[src/rtl/velocity_loop_sequencer.sv]
// Velocity PI loop sequencer: a periodic tick launches sample capture, then error,
// integration, P and I products on one shared multiplier, sum and saturation to a 10-bit gain.
module velocity_loop_sequencer #(
   parameter int          UPDATE_DIV = 50000,
   parameter logic [15:0] I_LIMIT    = 16'd8191,
   parameter int          OUT_SHIFT  = 12
) (
   input  logic        clk,
   input  logic        reset_n,
   input  logic        loop_enable,
   input  logic [15:0] desired_velocity,
   input  logic        vel_valid,
   input  logic [15:0] actual_velocity,
   input  logic [13:0] kp,
   input  logic [13:0] ki,
   output logic [9:0]  output_gain,
   output logic        gain_valid,
   output logic        busy,
   output logic        sample_missed,
   output logic        overrun,
   output logic [2:0]  state_dbg
);

   localparam int CW = (UPDATE_DIV > 1) ? $clog2(UPDATE_DIV) : 1;
   localparam logic [CW-1:0] TICK_LAST = CW'(UPDATE_DIV - 1);

   typedef enum logic [2:0] {
      IDLE        = 3'd0,
      WAIT_SAMPLE = 3'd1,
      ERR         = 3'd2,
      MUL_P       = 3'd3,
      MUL_I       = 3'd4,
      SUM         = 3'd5,
      SAT         = 3'd6
   } state_t;

   state_t             state_q;
   logic [CW-1:0]      cnt_q;
   logic [15:0]        des_q;
   logic [15:0]        act_q;
   logic signed [15:0] err_q;
   logic signed [16:0] integ_q;
   logic signed [30:0] p_q;
   logic signed [30:0] i_q;
   logic signed [31:0] sum_q;
   logic [9:0]         output_gain_q;
   logic               gain_valid_q;
   logic               sample_missed_q;
   logic               overrun_q;

   logic               tick;
   logic signed [16:0] diff;
   logic signed [15:0] err_d;
   logic signed [17:0] integ_sum;
   logic signed [17:0] lim_pos;
   logic signed [17:0] lim_neg;
   logic signed [16:0] integ_d;
   logic signed [15:0] mul_a;
   logic [13:0]        mul_b;
   logic signed [30:0] mul_a_ext;
   logic signed [30:0] mul_b_ext;
   logic signed [30:0] prod;
   logic signed [31:0] sum_d;
   logic signed [31:0] shifted;
   logic [9:0]         gain_d;

   assign tick = (cnt_q == TICK_LAST);

   // Error and integrator arithmetic carry one guard bit so saturation sees the true value.
   always_comb begin
      diff = $signed({1'b0, des_q}) - $signed({1'b0, act_q});
      err_d = diff[15:0];
      if (diff > 17'sd32767) begin
         err_d = 16'sh7FFF;
      end else if (diff < -17'sd32768) begin
         err_d = 16'sh8000;
      end
      lim_pos = $signed({2'b00, I_LIMIT});
      lim_neg = -lim_pos;
      integ_sum = $signed({integ_q[16], integ_q}) + $signed({{2{err_d[15]}}, err_d});
      integ_d = integ_sum[16:0];
      if (integ_sum > lim_pos) begin
         integ_d = lim_pos[16:0];
      end else if (integ_sum < lim_neg) begin
         integ_d = lim_neg[16:0];
      end
   end

   // The single multiplier is steered to the I-term operands only in MUL_I.
   always_comb begin
      mul_a     = (state_q == MUL_I) ? integ_q[15:0] : err_q;
      mul_b     = (state_q == MUL_I) ? ki : kp;
      mul_a_ext = {{15{mul_a[15]}}, mul_a};
      mul_b_ext = {17'd0, mul_b};
      prod      = mul_a_ext * mul_b_ext;
      sum_d     = $signed({p_q[30], p_q}) + $signed({i_q[30], i_q});
      shifted   = sum_q >>> OUT_SHIFT;
      gain_d    = shifted[9:0];
      if (shifted[31]) begin
         gain_d = 10'd0;
      end else if (shifted > 32'sd1023) begin
         gain_d = 10'd1023;
      end
   end

   always_ff @(posedge clk) begin
      if (!reset_n) begin
         state_q         <= IDLE;
         cnt_q           <= '0;
         des_q           <= '0;
         act_q           <= '0;
         err_q           <= '0;
         integ_q         <= '0;
         p_q             <= '0;
         i_q             <= '0;
         sum_q           <= '0;
         output_gain_q   <= '0;
         gain_valid_q    <= 1'b0;
         sample_missed_q <= 1'b0;
         overrun_q       <= 1'b0;
      end else if (!loop_enable) begin
         state_q         <= IDLE;
         cnt_q           <= '0;
         integ_q         <= '0;
         output_gain_q   <= '0;
         gain_valid_q    <= 1'b0;
         sample_missed_q <= 1'b0;
         overrun_q       <= 1'b0;
      end else begin
         cnt_q           <= tick ? '0 : cnt_q + CW'(1);
         gain_valid_q    <= 1'b0;
         sample_missed_q <= 1'b0;
         if (tick && state_q != IDLE && state_q != WAIT_SAMPLE) begin
            overrun_q <= 1'b1;
         end
         case (state_q)
            IDLE: begin
               if (tick) begin
                  des_q   <= desired_velocity;
                  state_q <= WAIT_SAMPLE;
               end
            end
            WAIT_SAMPLE: begin
               if (vel_valid) begin
                  act_q   <= actual_velocity;
                  state_q <= ERR;
               end else if (tick) begin
                  sample_missed_q <= 1'b1;
                  state_q         <= ERR;
               end
            end
            ERR: begin
               err_q   <= err_d;
               integ_q <= integ_d;
               state_q <= MUL_P;
            end
            MUL_P: begin
               p_q     <= prod;
               state_q <= MUL_I;
            end
            MUL_I: begin
               i_q     <= prod;
               state_q <= SUM;
            end
            SUM: begin
               sum_q   <= sum_d;
               state_q <= SAT;
            end
            SAT: begin
               output_gain_q <= gain_d;
               gain_valid_q  <= 1'b1;
               state_q       <= IDLE;
            end
            default: state_q <= IDLE;
         endcase
      end
   end

   assign output_gain   = output_gain_q;
   assign gain_valid    = gain_valid_q;
   assign sample_missed = sample_missed_q;
   assign overrun       = overrun_q;
   assign busy          = (state_q != IDLE);
   assign state_dbg     = state_q;

endmodule

[config.mk]
export PLATFORM = sky130hd
export DESIGN_NAME = velocity_loop_sequencer
export DESIGN_NICKNAME = d
export VERILOG_FILES = /design/src/rtl/velocity_loop_sequencer.sv
export SDC_FILE = /design/constraint.sdc
export NUM_CORES = 1
export LEC_CHECK = 0
export ABC_AREA = 1
export CAP_MARGIN = 20
export CORE_ASPECT_RATIO = 1.1
export CORE_MARGIN = 2
export CORE_UTILIZATION = 40
export DETAILED_ROUTE_END_ITERATION = 10
export GPL_TIMING_DRIVEN = 0
export SYNTH_ARGS = -nofsm -noshare
export SYNTH_HDL_FRONTEND = slang
export SYNTH_SLANG_ARGS = --single-unit
[constraint.sdc]
create_clock -name clk -period 7.5 [get_ports clk]
set_input_delay 0.75 -clock clk [delete_from_list [all_inputs] [get_ports clk]]
set_output_delay 0.75 -clock clk [all_outputs]
set_load 0.02 [all_outputs]
==> impl_metrics.ini <==
[critical_path]
cp.arrival_ns = 7.47
path_max_fanout = 10
startpoint_type = flop
end_kind = flop
ff2ff_path_depth = 29
cpMostUsedCell = fa_1
critPathRequiredTime_ns = 7.89
cpPeakStageDelay_ns = 0.54
slowest_stage = fa_1
crit_type = flop to flop

[synth]
avgSynthCellArea_sq_um = 7.39
synth_seq_area_share_pct = 18.3
syn-cell-area_sq_um = 19500
ys_async_sr_fraction_pct = 0
netlist-cell-type-count = 55
synth-seq-cells = 179
yosysWarningCount = 0
postSynthCellCount = 2644
synthFlopType = dfxtp_1
syn_nets = 3068
synth-edff-count = 0

[floorplan]
die_h_um = 236
die-width_um = 215
dieArea_sq_um = 50600
io_pins = 81
initial_core_util_pct = 40.7
coreArea_sq_um = 48000
row_count = 84

[drt]
drtPass1Iterations = 6
ant_nets = 0
drc = 0
wl_per_cell_um = 16.6
wl_um = 56700
drt_iter0_markers = 863
vias = 17109
vias_per_cell = 5.02

[power]
p_leak_nw = 10.8
p_per_area_nw_per_um2 = 92.4
max-vdd-ir-drop_v = 0.000147

[timing]
worst_pin_slew_ns = 0.759
setup_viol = 0
max_freq_ghz = 0.141
hold_ws_ns = 0.462
min_period_ns = 7.08
finalMaxSlewViolations = 0
post-route-period-util_pct = 94.4
final_hold_viol_count = 0
fin_worst_skew_ns = 0.0127
slew_headroom_pct = 49.1

[placed_design]
hpwl_um = 48000
io_buffers = 79
place.gp.congestion = 0.940

[flow_run]
drv_cap = 0

[final_layout]
drive_gt1_share_pct = 7.82
areaGrowthSynthToFinish_pct = 12.4
antenna_cells = 0
nFillCells = 4898
final_nets = 3174
finish.utilization_pct = 45.7

[cts]
clkTransAtPathRegs_ns = 0.07
insertion_delay_ns = 0.45
cts-buffers-inserted = 17
cts_sinks = 179
cts_tree = built
clock-root-buffer = clkbuf_16
ctsHoldBuffers = 0
cts_htree_levels = 4
clockBufferDepth = 2

[worst_hold_path]
holdCritPathClass = flop to flop
hold_depth = 2

[grt]
track_usage_pct = 22.9
grt_pass1_wl_um = 93200
first_global_vias = 17821
antenna_found_initial = 0
grt_max_degree = 17
grt.overflow.total = 0

[outcome]
outcome = finished clean
layer usage:
metal  up-vias  track usage [%]  routed length (um)
met5         -                0                   0
met4         0             7.87                1920
met3       105             2.26                2240
met2       385             39.8               27100
met1      8145             29.8               25400
li1       8474                -                   -
synthesized netlist by cell type, types with 13 or more instances:
cell type / number / share of area [%]
a21oi_1: 147 / 3.8
a21oi_2: 16 / 0.72
buf_2: 25 / 0.64
clkbuf_1: 30 / 0.58
dfxtp_1: 179 / 18
fa_1: 220 / 23
ha_1: 140 / 9.0
inv_1: 508 / 9.8
inv_2: 24 / 0.46
nand2_1: 454 / 8.7
nand2_2: 13 / 0.42
nand3_1: 93 / 2.4
nand4_1: 23 / 0.74
nor2_1: 338 / 6.5
nor3_1: 24 / 0.61
o211ai_1: 23 / 0.88
o21ai_0: 162 / 4.2
o21ai_2: 20 / 0.90
o21bai_1: 35 / 1.3
xnor2_1: 16 / 0.72
xor2_1: 25 / 1.1
where the power goes:
group,internal (mW),total [mW],switching [mW]
sequential,0.950,0.951,0.000386
combinational,0.0407,0.102,0.0612
clock,0.569,0.976,0.408
total,1.56,2.03,0.469
cell families (layout without fill, tap and decap cells):
family,after synthesis,after routing,synth area share [%]
compound gates,465,465,14.5
xor+xnor,41,41,1.84
fa+ha+maj,360,360,31.5
buf+inv,601,718,12.1
flops,179,179,18.3
simple gates,998,998,21.7
registers in the layout, summed over array words and instances, names as in the netlist:
name	count
i_q	31
p_q	31
sum_q	20
integ_q	17
act_q	16
cnt_q	16
des_q	16
err_q	16
output_gain	10
state_dbg	3
gain_valid	1
overrun	1
sample_missed	1
layout make-up:
| type | instances | area [sq um] | share of cell area (%) |
|---|---|---|---|
| clock buffers | 19 | 443 | 2.02 |
| clock inverters | 11 | 176 | 0.804 |
| multi-input cells | 1864 | 13700 | 62.4 |
| flip-flops and latches | 179 | 3590 | 16.3 |
| well taps | 645 | 807 | 3.68 |
| repair buffers | 87 | 851 | 3.88 |
| plain buffers | 68 | 380 | 1.73 |
| inverters | 533 | 2010 | 9.15 |
stage by stage:
stage / instances / worst slack, ns / power [mW] / setup TNS, ns / cell area [sq um]
3_5_place_dp: 3368 / -0.530 / 1.07 / -5.30 / 21100
3_3_place_gp: 3368 / -0.504 / 1.07 / -4.86 / 21100
5_1_grt: 3406 / -0.00672 / 2.09 / -0.00672 / 21900
2_1_floorplan: 2644 / 0.732 / 1.01 / 0 / 19500
6_report: 3406 / 0.419 / 2.03 / 0 / 21900
4_1_cts: 3399 / 0.00807 / 2.04 / 0 / 21800
cell usage in the layout, fill, tap and decap left out, drive strengths merged:
cell type / count
inv: 534
nand2: 470
nor2: 344
fa: 220
o21ai: 200
dfxtp: 179
a21oi: 163
ha: 140
nand3: 104
clkdlybuf4s50: 79
clkbuf: 51
buf: 44
o21bai: 35
nor3: 27
xor2: 25
nand4: 24
o211ai: 24
xnor2: 16
o21a: 12
a21o: 12
nor4: 9
nand3b: 7
or2: 7
a31oi: 5
nor3b: 5
a221oi: 4
bufinv: 4
clkinv: 4
a211oi: 3
o221a: 2
clkinvlp: 2
a21boi: 2
and3: 1
o31ai: 1
a31o: 1
o221ai: 1
critical path: cells and delay by family (launching register included):
kind / cells / cell delay (ns)
and+or+nand+nor: 6 / 0.86
DFF: 1 / 0.41
AOI/OAI and AO/OA: 6 / 1.30
buffers and inverters: 10 / 1.07
adders and majority gates: 7 / 3.39
repair_timing:
item / CTS / global route
pin swaps: 1 / 3
buffers inserted: 1 / 7
hold endpoints to repair: 0 / 0
resized for setup: 5 / 35
endpoints found under the setup margin: 18 / 30
path summary, 6_finish.rpt:
check | start | to | slack [ns]
max | state_dbg[2] | p_q[26] | 0.42
min | act_q[9] | act_q[9] | 0.46
max reg2reg | state_dbg[2] | p_q[26] | 0.42
min reg2reg | act_q[9] | act_q[9] | 0.46
Note: power is estimated with default switching activity, not from simulation.
